**config.mk**
```make
export PLATFORM = sky130hd
export DESIGN_NAME = ddr4_cmd_scheduler
export DESIGN_NICKNAME = d
export VERILOG_FILES = /design/src/rtl/ddr4_cmd_pkg.sv /design/src/rtl/bank_state_table.sv /design/src/rtl/ddr4_cmd_scheduler.sv
export SDC_FILE = /design/constraint.sdc
export NUM_CORES = 1
export LEC_CHECK = 0
export ABC_AREA = 1
export CORE_AREA = 3 3 267 269
export DETAILED_ROUTE_END_ITERATION = 16
export DIE_AREA = 0 0 270 272
export PLACE_DENSITY = 0.42
export SETUP_SLACK_MARGIN = 0.02
export SYNTH_ARGS = -nofsm -noshare
export SYNTH_HDL_FRONTEND = slang
export SYNTH_SLANG_ARGS = --single-unit
```
**constraint.sdc**
```tcl
create_clock -name ck_t -period 2.7 [get_ports ck_t]
set_input_delay 0.405 -clock ck_t [delete_from_list [all_inputs] [get_ports ck_t]]
set_output_delay 0.405 -clock ck_t [all_outputs]
set_load 0.01 [all_outputs]
```
**src/rtl/ddr4_cmd_pkg.sv**
```systemverilog
// Shared types and constants for the DDR4 command scheduler.
//   sched_state_e : sequencer phase; each value names the command on the bus
//                   in the cycle the FSM holds that state.
//   CMD_*         : A[16:14] RAS/CAS/WE encodings for WR, RD and PRE.
//   AP_BIT        : A[10], auto-precharge / all-bank select (always 0 here).
//   CNT_W         : width of the internal wait and tRAS counters.
package ddr4_cmd_pkg;

  typedef enum logic [2:0] {
    S_IDLE,
    S_PRE,
    S_WAIT_RP,
    S_ACT,
    S_WAIT_RCD,
    S_CAS,
    S_DATA
  } sched_state_e;

  localparam logic [2:0] CMD_WR  = 3'b100;
  localparam logic [2:0] CMD_RD  = 3'b101;
  localparam logic [2:0] CMD_PRE = 3'b010;

  localparam int AP_BIT = 10;
  localparam int CNT_W  = 8;

endpackage

```
**src/rtl/bank_state_table.sv**
```systemverilog
// Open-row table: one {open, row} entry per bank, indexed {bg, ba}.
//   gclk/grst_n      : clock, async active-low reset (clears every open flag)
//   lk_idx/lk_row    : lookup bank and row
//   lk_open/lk_hit   : bank is open / open with the same row
//   set_en/idx/row   : mark a bank open with a row (ACT)
//   clr_en/clr_idx   : mark a bank closed (PRE)
module bank_state_table #(
  parameter int NBANKS = 16,
  parameter int IDXW   = 4,
  parameter int ROWW   = 17
) (
  input  logic            gclk,
  input  logic            grst_n,
  input  logic [IDXW-1:0] lk_idx,
  input  logic [ROWW-1:0] lk_row,
  output logic            lk_open,
  output logic            lk_hit,
  input  logic            set_en,
  input  logic [IDXW-1:0] set_idx,
  input  logic [ROWW-1:0] set_row,
  input  logic            clr_en,
  input  logic [IDXW-1:0] clr_idx
);

  logic [NBANKS-1:0]           open_q;
  logic [NBANKS-1:0][ROWW-1:0] row_q;

  always_ff @(posedge gclk or negedge grst_n) begin
    if (!grst_n) begin
      open_q <= '0;
      row_q  <= '0;
    end else begin
      if (clr_en) open_q[clr_idx] <= 1'b0;
      if (set_en) begin
        open_q[set_idx] <= 1'b1;
        row_q[set_idx]  <= set_row;
      end
    end
  end

  assign lk_open = open_q[lk_idx];
  assign lk_hit  = lk_open && (row_q[lk_idx] == lk_row);

endmodule

```
**src/rtl/ddr4_cmd_scheduler.sv**
```systemverilog
// Single-channel DDR4 command sequencer, open-page policy, one request at a time.
//   ck_t/reset_n        : clock, async active-low reset
//   req_*               : request handshake and fields (we, bg, ba, row, col)
//   cs_n/act_n/A/bg/ba  : registered command bus (DES/ACT/RD/WR/PRE)
//   wr_en/rd_valid      : per-beat data-window strobes
//   resp_valid          : pulse with the last beat of each burst
// The FSM state names the command on the bus in the same cycle: the command
// registers load the decode of the next state, so a request accepted in
// cycle n drives its first command in cycle n+1.
module ddr4_cmd_scheduler
  import ddr4_cmd_pkg::*;
#(
  parameter  int ADDRWIDTH     = 17,
  parameter  int BANKGROUPS    = 4,
  parameter  int BANKSPERGROUP = 4,
  parameter  int COLS          = 1024,
  parameter  int BL            = 8,
  parameter  int TRCD          = 15,
  parameter  int TCL           = 15,
  parameter  int TCWL          = 11,
  parameter  int TRP           = 15,
  parameter  int TRAS          = 32,
  localparam int BGWIDTH       = $clog2(BANKGROUPS),
  localparam int BAWIDTH       = $clog2(BANKSPERGROUP),
  localparam int CADDRWIDTH    = $clog2(COLS),
  localparam int NBANKS        = BANKGROUPS * BANKSPERGROUP
) (
  input  logic                  ck_t,
  input  logic                  reset_n,
  input  logic                  req_valid,
  output logic                  req_ready,
  input  logic                  req_we,
  input  logic [BGWIDTH-1:0]    req_bg,
  input  logic [BAWIDTH-1:0]    req_ba,
  input  logic [ADDRWIDTH-1:0]  req_row,
  input  logic [CADDRWIDTH-1:0] req_col,
  output logic                  cs_n,
  output logic                  act_n,
  output logic [ADDRWIDTH-1:0]  A,
  output logic [BGWIDTH-1:0]    bg,
  output logic [BAWIDTH-1:0]    ba,
  output logic                  wr_en,
  output logic                  rd_valid,
  output logic                  resp_valid
);

  sched_state_e           state, state_d;
  logic [CNT_W-1:0]       cnt, cnt_d, ras_cnt, ras_d;
  logic                   lat_we;
  logic [BGWIDTH-1:0]     lat_bg;
  logic [BAWIDTH-1:0]     lat_ba;
  logic [ADDRWIDTH-1:0]   lat_row;
  logic [CADDRWIDTH-1:0]  lat_col;
  logic                   accept, lk_open, lk_hit, ras_done;
  logic [CNT_W-1:0]       data_lat, data_last;
  logic                   f_we;
  logic [BGWIDTH-1:0]     f_bg;
  logic [BAWIDTH-1:0]     f_ba;
  logic [ADDRWIDTH-1:0]   f_row;
  logic [CADDRWIDTH-1:0]  f_col;
  logic                   cs_d, act_d;
  logic [ADDRWIDTH-1:0]   a_d;
  logic [BGWIDTH-1:0]     bg_d;
  logic [BAWIDTH-1:0]     ba_d;

  assign req_ready = (state == S_IDLE);
  assign accept    = req_valid && req_ready;
  assign ras_done  = (ras_cnt == CNT_W'(TRAS));

  // Fields as they will be after this edge: the command decoded on the
  // accepting edge must already see the incoming request.
  assign f_we  = accept ? req_we  : lat_we;
  assign f_bg  = accept ? req_bg  : lat_bg;
  assign f_ba  = accept ? req_ba  : lat_ba;
  assign f_row = accept ? req_row : lat_row;
  assign f_col = accept ? req_col : lat_col;

  // DATA counts from 0 in the cycle after CAS; first beat lands on lat-1.
  assign data_lat  = lat_we ? CNT_W'(TCWL) : CNT_W'(TCL);
  assign data_last = data_lat + CNT_W'(BL - 2);

  bank_state_table #(
    .NBANKS (NBANKS),
    .IDXW   (BGWIDTH + BAWIDTH),
    .ROWW   (ADDRWIDTH)
  ) u_banks (
    .gclk    (ck_t),
    .grst_n  (reset_n),
    .lk_idx  ({req_bg, req_ba}),
    .lk_row  (req_row),
    .lk_open (lk_open),
    .lk_hit  (lk_hit),
    .set_en  (state == S_ACT),
    .set_idx ({lat_bg, lat_ba}),
    .set_row (lat_row),
    .clr_en  (state == S_PRE && ras_done),
    .clr_idx ({lat_bg, lat_ba})
  );

  // State register, counters, request latch.
  always_ff @(posedge ck_t or negedge reset_n) begin
    if (!reset_n) begin
      state   <= S_IDLE;
      cnt     <= '0;
      ras_cnt <= '0;
      lat_we  <= 1'b0;
      lat_bg  <= '0;
      lat_ba  <= '0;
      lat_row <= '0;
      lat_col <= '0;
    end else begin
      state   <= state_d;
      cnt     <= cnt_d;
      ras_cnt <= ras_d;
      if (accept) begin
        lat_we  <= req_we;
        lat_bg  <= req_bg;
        lat_ba  <= req_ba;
        lat_row <= req_row;
        lat_col <= req_col;
      end
    end
  end

  // Next state. Wait states run for T-1 cycles so the following command
  // lands exactly T cycles after the one that started the wait.
  always_comb begin
    state_d = state;
    cnt_d   = cnt;
    case (state)
      S_IDLE: if (accept) begin
        cnt_d = '0;
        if (lk_hit)       state_d = S_CAS;
        else if (lk_open) state_d = S_PRE;
        else              state_d = S_ACT;
      end
      S_PRE: if (ras_done) begin
        state_d = S_WAIT_RP;
        cnt_d   = CNT_W'(TRP - 2);
      end
      S_WAIT_RP: begin
        if (cnt == '0) state_d = S_ACT;
        else           cnt_d   = cnt - CNT_W'(1);
      end
      S_ACT: begin
        state_d = S_WAIT_RCD;
        cnt_d   = CNT_W'(TRCD - 2);
      end
      S_WAIT_RCD: begin
        if (cnt == '0) state_d = S_CAS;
        else           cnt_d   = cnt - CNT_W'(1);
      end
      S_CAS: begin
        state_d = S_DATA;
        cnt_d   = '0;
      end
      S_DATA: begin
        if (cnt == data_last) begin
          state_d = S_IDLE;
          cnt_d   = '0;
        end else begin
          cnt_d = cnt + CNT_W'(1);
        end
      end
      default: state_d = S_IDLE;
    endcase
  end

  // Cycles since the most recent ACT on any bank, saturating at TRAS.
  assign ras_d = (state_d == S_ACT) ? '0 :
                 (ras_cnt == CNT_W'(TRAS)) ? ras_cnt : ras_cnt + CNT_W'(1);

  // Outputs: command decode of the next state, beat strobes of the current.
  always_comb begin
    cs_d  = 1'b1;
    act_d = 1'b1;
    a_d   = '0;
    bg_d  = bg;
    ba_d  = ba;
    case (state_d)
      S_ACT: begin
        cs_d  = 1'b0;
        act_d = 1'b0;
        a_d   = f_row;
        bg_d  = f_bg;
        ba_d  = f_ba;
      end
      S_CAS: begin
        cs_d                    = 1'b0;
        a_d[ADDRWIDTH-1 -: 3]   = f_we ? CMD_WR : CMD_RD;
        a_d[CADDRWIDTH-1:0]     = f_col;
        a_d[AP_BIT]             = 1'b0;
        bg_d                    = f_bg;
        ba_d                    = f_ba;
      end
      S_PRE: if (ras_d == CNT_W'(TRAS)) begin
        cs_d                  = 1'b0;
        a_d[ADDRWIDTH-1 -: 3] = CMD_PRE;
        a_d[AP_BIT]           = 1'b0;
        bg_d                  = f_bg;
        ba_d                  = f_ba;
      end
      default: ;
    endcase
  end

  always_comb begin
    wr_en      = 1'b0;
    rd_valid   = 1'b0;
    resp_valid = 1'b0;
    if (state == S_DATA && cnt >= data_lat - CNT_W'(1)) begin
      wr_en      = lat_we;
      rd_valid   = !lat_we;
      resp_valid = (cnt == data_last);
    end
  end

  always_ff @(posedge ck_t or negedge reset_n) begin
    if (!reset_n) begin
      cs_n  <= 1'b1;
      act_n <= 1'b1;
      A     <= '0;
      bg    <= '0;
      ba    <= '0;
    end else begin
      cs_n  <= cs_d;
      act_n <= act_d;
      A     <= a_d;
      bg    <= bg_d;
      ba    <= ba_d;
    end
  end

endmodule

```
* Word-level counts from Yosys, hierarchy flattened
Cells that the tools add are included.
Word-level totals: register bits 362, output and inout bits 27, input bits 35
Operators by class: equal/unequal tests 17, magnitude comparators 4, multiplexer cells 48, add/sub/neg operators 5, bitwise operators 3, reduce and logical (&&, ||, !) cells 14
Operators by type and width (count):
- $bwmux 272 | 1
- $bmux 17 s4 | 1
- $demux 17 s4 | 1
- $mux 17 | 3
- $mux 8 | 6
- $pmux 8 s6 | 1
- $mux 16 | 2
- $mux 3 | 8
- $pmux 3 s7 | 1
- $pmux 10 s2 | 1
- $eq 17x17->1 | 1
- $add 8x1->8 const B | 2
- $and 16x16->16 | 1
- $eq 8x6->1 const B | 2
- $not 16->16 | 1
- $or 16x16->16 | 1
- $eq 3x3->1 const B | 4
- $mux 2 | 6
- $lt 4x5->1 const B | 2
- $mux 1 | 10
- $mux 10 | 1
- $eq 3x2->1 const B | 3
- $pmux 3 s3 | 1
- $eq 8x5->1 | 1
- other kinds (21) | 30

* Depth between registers and ports, before layout
depth after elaboration 12, mapped depth 20, depth with buffers taken out 18

* Hierarchy
Synthesis repeated with hierarchy kept, for this count alone.
Second synthesis, totals: cell total of the unflattened synthesis 2212, area, all modules 17301.6 um^2
Modules (own cells, without submodules):
- bank_state_table | cells an instance 1801, sequential area each 7206.9 um^2, times used 1, area each 13792.0 um^2
- ddr4_cmd_scheduler | cells an instance 411, sequential area each 1854.3 um^2, times used 1, area each 3509.6 um^2

* Worst setup path before layout
OpenSTA, ideal clock, no wires.
kind reg-to-reg, start point register cnt[2], end point register ba[0], path buffers 0, path slack 551 ps, required time 2583 ps, arrival time 2032 ps, cell stages (with the launch flop) 15, cells stage by stage dfrtp_1 ha_1 nand2_1 nor3_1 nor2_1 nor3_1 nand2_2 nand2_4 nand3_1 inv_1 nand3_1 nand4_2 nand2_2 nand2_1 nand2_1
On the way: word-level cells in the longest chain between the ends 8
Ends and longest elaborated chain:
- start: declaration | line ddr4_cmd_scheduler.sv:48 | logic [CNT_W-1:0] cnt, cnt_d, ras_cnt, ras_d;
- start signal: assignment | line ddr4_cmd_scheduler.sv:113 | cnt <= cnt_d;
- $eq 8x5->1 / $logic_not 8->1 (equally long branches) | line ddr4_cmd_scheduler.sv:158, ddr4_cmd_scheduler.sv:142, ddr4_cmd_scheduler.sv:150
- $mux 3 (on tied branches) | line ddr4_cmd_scheduler.sv:158, ddr4_cmd_scheduler.sv:142, ddr4_cmd_scheduler.sv:150
- $pmux 3 s7 * | line ddr4_cmd_scheduler.sv:130 | case (state)
- via state_d[1] | line ddr4_cmd_scheduler.sv:47 | sched_state_e state, state_d;
- $eq 3x2->1 | line ddr4_cmd_scheduler.sv:170, ddr4_cmd_scheduler.sv:180
- $mux 8 | line ddr4_cmd_scheduler.sv:170 | assign ras_d = (state_d == S_ACT) ? '0 :
- $eq 8x6->1 | line ddr4_cmd_scheduler.sv:196 | S_PRE: if (ras_d == CNT_W'(TRAS)) begin
- $ne 2x2->1 (no source line)
- $reduce_and 2->1 (no source line)
- end signal: assignment | line ddr4_cmd_scheduler.sv:224 | ba <= '0;
- end signal: assignment | line ddr4_cmd_scheduler.sv:230 | ba <= ba_d;
- end: declaration | line ddr4_cmd_scheduler.sv:41 | output logic [BAWIDTH-1:0] ba,
The timed path passes the listed nets; every way through them passes the cells marked *. A chain may end at the register's enable or synchronous reset.

* Worst setup path in the final report
start point register lat_we, end point output port resp_valid
On the way: word-level cells in the longest chain between the ends 5
Ends and longest elaborated chain:
- start: declaration | line ddr4_cmd_scheduler.sv:49 | logic lat_we;
- start signal: assignment | line ddr4_cmd_scheduler.sv:116 | lat_we <= req_we;
- $mux 3 * | line ddr4_cmd_scheduler.sv:79 | assign data_lat = lat_we ? CNT_W'(TCWL) : CNT_W'(TCL);
- $sub 4x1->5 | line ddr4_cmd_scheduler.sv:211 | if (state == S_DATA && cnt >= data_lat - CNT_W'(1)) begin
- $ge 8x8->1 | line ddr4_cmd_scheduler.sv:211
- $logic_and 1x1->1 | line ddr4_cmd_scheduler.sv:211
- $mux 1 * | line ddr4_cmd_scheduler.sv:211
- end: declaration | line ddr4_cmd_scheduler.sv:44 | output logic resp_valid
Every way passes the cells marked *; elsewhere a longest branch is shown, timed or not.

==> results.rst <==
.. list-table::
   :header-rows: 1

   * - Metric
     - Value
   * - PD cells
     - 945 nW/um^2
   * - Die Ht
     - 272 um
   * - Delay of the slowest critical-path stage
     - 0.40 ns
   * - Synth cell types
     - 39
   * - Maximum number of pins on one net before global-route repair
     - 67
   * - Area of the mapped netlist
     - 17200 sq um
   * - Length of the first detailed-routing pass in iterations
     - 5
   * - Combinational Power Share
     - 0.291
   * - Final Non-Filler Cells
     - 3302
   * - Count of flip-flops with a built-in enable after synthesis
     - 0
   * - Type of the worst min-delay path
     - in2reg
   * - Most area-consuming cells after synthesis
     - dfrtp_1 (52%), nand2_1 (18%), o21ai_0 (9.8%), nand3_1 (5.6%), inv_1 (4.1%)
   * - Minimum period implied by the final worst setup slack
     - 2.50 ns
   * - Antenna violation net count after detailed routing
     - 0
   * - Max-Slew Margin vs Limit
     - 0.562
   * - Overflow left after global routing
     - 0
   * - Register bit total from synthesis
     - 362
   * - Switching part of the total
     - 0.353
   * - Layout cell share with drive strength beyond 1
     - 0.0827
   * - Net switching power
     - 7.00 mW
   * - Count of nets after finishing
     - 2378
   * - Area taken by flip-flops and latches
     - 9060 sq um
   * - Root buffer cell
     - clkbuf_16
   * - Vias in the first global route
     - 14522
   * - Proportion of synthesized chip area in sequential cells
     - 0.527
   * - Upper clock frequency limit
     - 0.399 GHz
   * - Worst-case hold slack
     - 0.398 ns
   * - Top Ports
     - 62
   * - Critical path capture point type
     - output port
   * - Clock transition at path regs
     - 0.05 ns
   * - Most instantiated cells after synthesis
     - nand2_1 (846), dfrtp_1 (360), o21ai_0 (335)
   * - Insertion delay of the later-clocked pin in the worst-skew pair
     - 0.58 ns
   * - Number of instances in the synthesized netlist
     - 2255
   * - Data required, critical path
     - 2.30 ns
   * - Actual slew at the worst max-slew pin
     - 0.656 ns
   * - Setup CP Type
     - reg2out
   * - Via count
     - 14795
   * - Internal portion of total power
     - 12.8 mW
   * - Share of synthesized flip-flops with an asynchronous set or reset
     - 1.00
   * - Slack of the critical path
     - 0.197 ns
   * - Diode count
     - 0
   * - Antenna violations before repair
     - 0
   * - Slowest cell on crit path
     - dfrtp_1
   * - Fillers
     - 7337
   * - Final Hold Viols
     - 0
   * - Area leader, netlist
     - dfrtp_1
   * - Top cell type's share of synthesized area
     - 0.524
   * - Ys Warns
     - 0
   * - Maximum number of buffers from clock root to sink
     - 3
   * - Portion of total power attributed to sequential cells
     - 0.398
   * - Critical path buffers and inverters
     - 1
   * - X dimension of the die
     - 270 um
   * - Leading register cell type out of synthesis
     - dfrtp_1
   * - Avg Inst Size Synth
     - 7.62 sq um
   * - Clock tree from TritonCTS
     - done
   * - Global Route Usage Sum
     - 0.159
   * - Aggregate negative setup slack
     - 0 ns
   * - Wire length of the first global-routing pass
     - 90600 um
   * - Number of input and output port buffers inserted
     - 61
   * - Clock Skews
     - 0.0193 ns
   * - Total wire length after detailed routing
     - 58200 um
   * - Largest fanout on the critical path
     - 3
   * - Final GP Congestion
     - 0.811
   * - Number of clock buffers inserted by TritonCTS
     - 44
   * - DR WL/cell
     - 17.6 um
   * - Max-slew violation total from the final report
     - 0
   * - Total setup violations reported at the end of the flow
     - 0
   * - Floorplan row count
     - 96
   * - Data arrival, critical path
     - 2.10 ns
   * - CTS HTree Levels
     - 2
   * - Number of remaining DRC errors
     - 0
   * - Static power due to leakage
     - 10.0 nW
   * - Power Total
     - 19.8 mW
   * - Iteration-0 DRC Markers
     - 1287
   * - Total Die Area
     - 73400 sq um
   * - Largest delay share family, worst path
     - flip-flops
   * - Cell Chain, Critical Path
     - ha_1 -> o21ai_0 -> a21oi_1 -> o21bai_2 -> nor4_1 -> dlygate4sd2_1
   * - Synthesized net count
     - 2297
   * - Maximum capacitance violations
     - 0
   * - Most frequently used cell type in the post-synthesis netlist
     - nand2_1
   * - Number of clock sinks
     - 362
   * - Clock power share
     - 0.310
   * - Unrepaired setup endpoints after global routing
     - no
   * - Core area
     - 68800 sq um
   * - Dpl cells
     - 3219
   * - Worst Setup Slack post-DPL
     - -0.151 ns
   * - Detailed Place HPWL
     - 37500 um
   * - Area of the multi-input gates
     - 6840 sq um
   * - VDD IR max
     - 0.000486 V
   * - Synth-to-Final Area Change
     - 22.1%
   * - Effective utilization at floorplan
     - 0.250
   * - Final period util
     - 0.927
   * - Worst Setup Start Kind
     - flop
   * - Status
     - complete, no violations
   * - Average vias per placed instance
     - 4.48
## cells by family after synthesis
family,count (synthesis),share of synthesized area
DFF,362,0.527
buffers and inverters,329,0.0766
xor gates and xnor gates,8,0.00408
and+or+nand+nor,1174,0.274
AOI/OAI and AO/OA,375,0.113
adders and majority gates,7,0.00510
## layout by cell type (no fill, tap or decap), types with 6 or more instances in the layout
| cell type | instances |
|---|---|
| nand2_1 | 846 |
| nand3_1 | 191 |
| buf_12 | 22 |
| buf_4 | 84 |
| inv_1 | 189 |
| nor3_1 | 7 |
| ha_1 | 7 |
| clkdlybuf4s50_1 | 54 |
| dfrtp_1 | 360 |
| o211ai_1 | 17 |
| o21ai_0 | 335 |
| nor2_1 | 109 |
| clkbuf_16 | 44 |
| xor2_1 | 6 |
| clkbuf_1 | 14 |
| clkbuf_8 | 10 |
| clkinv_2 | 8 |
| o21ai_1 | 11 |
## worst register-to-register path, cell delays in order, from the launching register on
cell and delay [ns]:
dfrtp_1 0.42, inv_1 0.13, ha_1 0.15, nand3_1 0.12
nor3_2 0.15, nor2_2 0.11, nor3_2 0.28, nand2_2 0.13
nand2_4 0.10, nand3_1 0.07, inv_1 0.06, nand3_1 0.16
nand4_4 0.17, nand2_2 0.09, nand2_1 0.07, nand2_1 0.05
## final timing paths
path | to | depth (start not counted) | slack, ns | start
setup / recovery | resp_valid | 6 | 0.20 | lat_we$_DFF_PN0_
min in group asynchronous | cnt[7]$_DFFE_PN0P_ | 2 | 0.41 | reset_n
max in group asynchronous | act_n$_DFF_PN1_ | 3 | 1.37 | reset_n
hold reg to reg | lat_col[9]$_DFF_PN0_ | 2 | 0.47 | lat_col[9]$_DFF_PN0_
hold / removal | lat_col[8]$_DFF_PN0_ | 3 | 0.40 | req_col[8]
setup reg to reg | bg[0]$_DFFE_PN0P_ | 15 | 0.31 | cnt[1]$_DFFE_PN0P_
## per-layer routing
metal | up-vias | wire [um] | track usage
li1 | 7292 | - | -
met1 | 7191 | 28400 | 0.226
met2 | 241 | 26500 | 0.256
met3 | 71 | 1970 | 0.0208
met4 | 0 | 1330 | 0.0435
met5 | - | 0 | 0
## stage by stage
stage                     utilization  instance area (sq um)
after floorplan                     -                  17200
after global placement          0.283                  19400
after detailed placement        0.283                  19400
after CTS                       0.305                  21000
after global routing            0.305                  21000
final                           0.305                  21000
## flip-flops by register name, indices dropped and copies added (netlist names), 2 cells and up, named ones only
| register | flops |
|---|---|
| u_banks.row_q | 272 |
| A | 17 |
| lat_row | 17 |
| u_banks.open_q | 15 |
| lat_col | 10 |
| cnt | 8 |
| ras_cnt | 8 |
| state | 3 |
| ba | 2 |
| bg | 2 |
| lat_ba | 2 |
| lat_bg | 2 |
## layout make-up
cell class | count | area share
clock buffer | 68 | 0.0615
clock inverter | 13 | 0.00978
multi-input combinational | 1564 | 0.326
timing repair buffer | 167 | 0.0801
inverter | 197 | 0.0355
tap | 931 | 0.0555
sequential | 362 | 0.432
## what timing repair did
action,in CTS,in global routing
hold buffers,1,0
gates resized for setup,1,8
hold endpoints to repair,55,0
setup endpoints to repair,3,9
pin swaps,1,1
buffers inserted,1,0
## power by group through the flow
stage | registers (mW) | clock network, mW | logic, mW
after floorplan | 7.83 | 0 | 3.61
after global placement | 7.96 | 0 | 5.76
after detailed placement | 7.98 | 0 | 5.82
after CTS | 7.90 | 6.33 | 5.86
after global routing | 8.09 | 6.55 | 6.67
final | 7.90 | 6.16 | 5.78
Power figures use the tool's default switching activity.
==> edit 1: new RTL, config.mk and constraints unchanged <==
One comparison of `ras_cnt` changes from == to >=.
--- a/src/rtl/ddr4_cmd_scheduler.sv
+++ b/src/rtl/ddr4_cmd_scheduler.sv
@@ -170,3 +170,3 @@
   assign ras_d = (state_d == S_ACT) ? '0 :
-                 (ras_cnt == CNT_W'(TRAS)) ? ras_cnt : ras_cnt + CNT_W'(1);
+                 (ras_cnt >= CNT_W'(TRAS)) ? ras_cnt : ras_cnt + CNT_W'(1);
 
Function: no difference found for any inputs over 10 cycles, from zero or initial values and one cycle with reset_n low; that may be too few to reach the edited logic, so the function may still have changed.
==> edit 1 against the original RTL <==
- core utilization fell by 0.30 points
- combinational power rose by 6.7%
- worst setup slack got worse by 0.060 ns
- synthesized area barely moved
- global-route usage fell by 0.73 points
- routed wire length fell by 3.7%
- power rose by 2.8%
- sequential cell count did not move
- final area fell by 0.97%
- critical path type unchanged
- largest cell class unchanged
==> edit 1: results (changes against the original RTL) <==
* Repair and plain buffers at 153 (was 167)
* Area occupied by multi-input gates at 6780 um2 (was 6843 um2)
* Seq pwr share at 40.7% (was 39.8%)
* Routed wl met2 at 24830 um (was 26470 um)
* Vias in the first global route at 14230 (was 14520)
* Top cells by area, synth: dfrtp_1 (52%), nand2_1 (16%), o21ai_0 (11%), nand3_1 (5.8%), inv_1 (3.9%) (was dfrtp_1 (52%), nand2_1 (18%), o21ai_0 (9.8%), nand3_1 (5.6%), inv_1 (4.1%))
* Routing usage on met2 at 23.70% (was 25.60%)
* GRT Util Overall at 15.22% (was 15.95%)
* Largest net degree at the start of global routing at 64 (was 67)
* Layout Utilization at 30.20% (was 30.50%)
* Cells after synthesis at 2203 (was 2255)
* Syn Std Cell Area at 17170 um2 (was 17190 um2)
* Sequential area share after synthesis at 52.77% (was 52.72%)
* Register area at 9062 um2 (was 9061 um2)
* Worst-case vdd ir drop at 0.5340 mV (was 0.4861 mV)
* Type of the worst min-delay path: input pin to asynchronous set/reset pin (was input pin to flip-flop)
* Worst path arrival time at 2.16 ns (was 2.10 ns)
* DR WL met3 at 2374 um (was 1967 um)
* Post-Route M1 WL at 27600 um (was 28440 um)
* Skew-Pair Late Insertion Delay at 0.56 ns (was 0.58 ns)
* Worst-margin pin slew at 0.6389 ns (was 0.6563 ns)
* Filler Cell Count at 7393 (was 7337)
* GP Congestion at 0.8079 (was 0.8112)
* Outcome: completed (unchanged)
* R2R Setup Slk at 0.28 ns (was 0.31 ns)
* Clock Power at 0.00593 W (was 0.00616 W)
* Fmax at 0.3900 GHz (was 0.3994 GHz)
* Final #Nets at 2308 (was 2378)
* Wire per inst at 17.36 um (was 17.63 um)
* Clkbuf count at 70 (was 68)
* Placed cells at 3147 (was 3219)
* Layout cells sized above 1 at 8.264% (was 8.267%)
* Final WL at 56070 um (was 58200 um)
* Place WS at -0.1719 ns (was -0.1513 ns)
* Layout Skew at 0.009244 ns (was 0.01926 ns)
* Most frequent cells after synthesis: nand2_1 (739), o21ai_0 (364), dfrtp_1 (360) (was nand2_1 (846), dfrtp_1 (360), o21ai_0 (335))
* Worst path max stage delay at 0.44 ns (was 0.40 ns)
* Hold WS at 0.3800 ns (was 0.3980 ns)
* #MultiIn Comb at 1520 (was 1564)
* LEAKAGE at 9.784 nW (was 10.02 nW)
* Tot Pwr at 0.02039 W (was 0.01984 W)
[edit 1: cell count changes after synthesis, moves of 7 or more]
cell,delta
nand2_1,-107
o31ai_1,+7
nor3_1,+8
inv_1,-12
o21ai_0,+29
buf_4,+7
nand3_1,+7
[edit 1: path summary, 6_finish.rpt]
path	startpoint	to	cells after the start
max	lat_we	resp_valid	7
max in group asynchronous	reset_n	u_banks.row_q[174]	3
min	reset_n	cnt[4]	2
max reg2reg	lat_we	A[15]	11
min reg2reg	lat_col[9]	lat_col[9]	2
min in group ck_t	req_col[9]	lat_col[9]	3
[edit 1: repair_timing]
item                                    4_1_cts  5_1_grt
hold buffers                                  1        0
pin swaps                                     1        2
resized for setup                            10        5
cloned                                        0        0
buffers inserted                              0        4
endpoints found under the setup margin        3        4
endpoints found under the hold margin        54        0
[edit 1: logic make-up after synthesis]
logic type      Yosys count  synth area share, %
flops                   362                52.77
fa+ha+maj                 7               0.5100
buf+inv                 321                7.876
compound gates          420                12.77
simple gates           1087                25.78
xor+xnor                  6               0.3060
==> edit 2: new RTL, same settings <==
Without the edit above. The parameter `ADDRWIDTH` goes from 17 to 15.
--- a/src/rtl/ddr4_cmd_scheduler.sv
+++ b/src/rtl/ddr4_cmd_scheduler.sv
@@ -12,3 +12,3 @@
 #(
-  parameter  int ADDRWIDTH     = 17,
+  parameter  int ADDRWIDTH     = 15,
   parameter  int BANKGROUPS    = 4,
Ports: changed (resized A and req_row); port bits go from 62 to 58. No check against the original RTL was run, so the function may have changed too.
==> edit 2 against the original RTL <==
- global-route usage decreased by 2.3 points
- first-iteration DRC count decreased by 34%
- worst setup slack worse by 0.065 ns
- core utilization shrank 3.1 points
- sequential share of layout area rose by 0.053 points
- power fell by 10%
- sequential cell count shrank 36
- routed wire length is 15% lower
- synthesized cell count fell by 7.6%
- maximum frequency shrank 2.5%
- synthesized area down 8.2%
- critical path depth rose by 1
- final area fell by 10%
- largest cell class unchanged
==> edit 2: results (changes against the original RTL) <==
* Post-Route M1 WL at 23360 um (was 28440 um)
* Outcome: completed (unchanged)
* Worst-case vdd ir drop at 0.3899 mV (was 0.4861 mV)
* Routed vias at 13380 (was 14800)
* Yosys cell types at 38 (was 39)
* Largest registers: u_banks.row_q: 240 flops, A: 15 flops, lat_row: 15 flops (was u_banks.row_q: 272 flops, A: 17 flops, lat_row: 17 flops)
* Crit-path leading delay family: flip-flops (unchanged)
* DR WL met3 at 1574 um (was 1967 um)
* Worst R2R Path Depth at 13 (was 15)
* Initial antenna violation count at 0 (unchanged)
* FF-to-FF Start: lat_we (was cnt[1])
* GP Congestion at 0.8034 (was 0.8112)
* P_int at 0.01134 W (was 0.01285 W)
* R2R Setup Slk at 0.28 ns (was 0.31 ns)
* Worst path max stage delay at 0.45 ns (was 0.40 ns)
* CP max-delay cell: dfrtp_2 (was dfrtp_1)
* Syn nets at 2123 (was 2297)
* Routed wl met2 at 23550 um (was 26470 um)
* Hold WS at 0.3892 ns (was 0.3980 ns)
* Port bufs at 57 (was 61)
* Largest area contributor in the netlist: dfrtp_1 (unchanged)
* DRT iter0 DRCs at 847 (was 1287)
* Total CTS buffers at 39 (was 44)
* Worst slew margin at 59.79% (was 56.25%)
* Sequential area share after synthesis at 51.70% (was 52.72%)
* Most frequent cells after synthesis: nand2_1 (755), dfrtp_1 (324), o21ai_0 (294) (was nand2_1 (846), dfrtp_1 (360), o21ai_0 (335))
* Top cells by area, synth: dfrtp_1 (51%), nand2_1 (18%), o21ai_0 (9.3%), nand3_1 (6.7%), inv_1 (5.2%) (was dfrtp_1 (52%), nand2_1 (18%), o21ai_0 (9.8%), nand3_1 (5.6%), inv_1 (4.1%))
* Vias in the first global route at 13500 (was 14520)
* LEAKAGE at 8.927 nW (was 10.02 nW)
* Layout Skew at 0.01869 ns (was 0.01926 ns)
* HPWL after DPL at 32240 um (was 37510 um)
* Type of the worst min-delay path: input pin to asynchronous set/reset pin (was input pin to flip-flop)
* Wire per inst at 16.10 um (was 17.63 um)
* Filler Cell Count at 7497 (was 7337)
* First-pass GRT wire length at 79650 um (was 90560 um)
==> edit 2: cell types whose count changed in the layout (fill, tap and decap cells not counted), moves of 4 or more <==
cell             delta
bufinv_16           -5
buf_4              -41
nand2_1            -91
o21ai_0            -42
nand3_1            +21
o211ai_1           -12
clkdlybuf4s50_1     -4
o31ai_1             +6
nor3_1             +12
nor2_1             -47
dfrtp_1            -37
inv_1              +29
==> edit 2: per-stage QoR <==
step / setup WS (ns) / area [um2] / cells / power, W
final: 0.1318 / 18880 / 3077 / 0.01786
after detailed placement: -0.2262 / 17650 / 3008 / 0.01294
after global routing: 0.01181 / 18880 / 3077 / 0.01936
after global placement: -0.2312 / 17650 / 3008 / 0.01284
after CTS: 0.04821 / 18870 / 3075 / 0.01816
after floorplan: 0.5820 / 15790 / 2083 / 0.01080
==> edit 2: cell type report <==
class,count,share of cell area [%]
well taps,931,6.169
clock buffers,61,6.255
inverters,225,4.492
repair buffers,121,6.898
flip-flops and latches,326,43.22
clock inverters,5,0.1325
multi-input cells,1408,32.83
==> edit 2: how the worst max path moves through the flow <==
stage               cells after the start         end
floorplan                              16       ba[0]
detailed placement                     14        A[6]
global placement                       13       bg[0]
CTS                                     8  resp_valid
finish                                  7    rd_valid
global route                            7  resp_valid
==> edit 2: layer usage <==
layer	vias to the layer above	track usage, %
met5	-	0
met4	0	3.811
met3	57	1.577
met2	199	23.10
met1	6481	18.45
li1	6641	-
==> edit 2: what timing repair did <==
action / CTS / global route
hold buffers: 1 / 0
gates resized for setup: 6 / 3
setup endpoints to repair: 3 / 3
endpoints found under the hold margin: 44 / 0
setup buffers: 0 / 2
==> edit 2: logic make-up (layout without fill, tap and decap cells) <==
kind of cell / count (synthesis) / count (layout) / share of synthesized area [%]
AO/OA/AOI/OAI: 328 / 328 / 10.72
adder cells (fa/ha/maj): 7 / 7 / 0.5548
AND/OR/NAND/NOR: 1065 / 1065 / 27.46
buffers and inverters: 349 / 412 / 9.123
XOR/XNOR: 8 / 8 / 0.4439
flip-flops: 326 / 326 / 51.70
==> edit 2: power by group through the flow <==
stage	logic (W)	clock network, W	registers, W
2_1_floorplan	0.00359	0	0.00721
3_3_place_gp	0.00550	0	0.00734
3_5_place_dp	0.00558	0	0.00736
4_1_cts	0.00560	0.00526	0.00730
5_1_grt	0.00641	0.00545	0.00750
6_report	0.00550	0.00506	0.00730
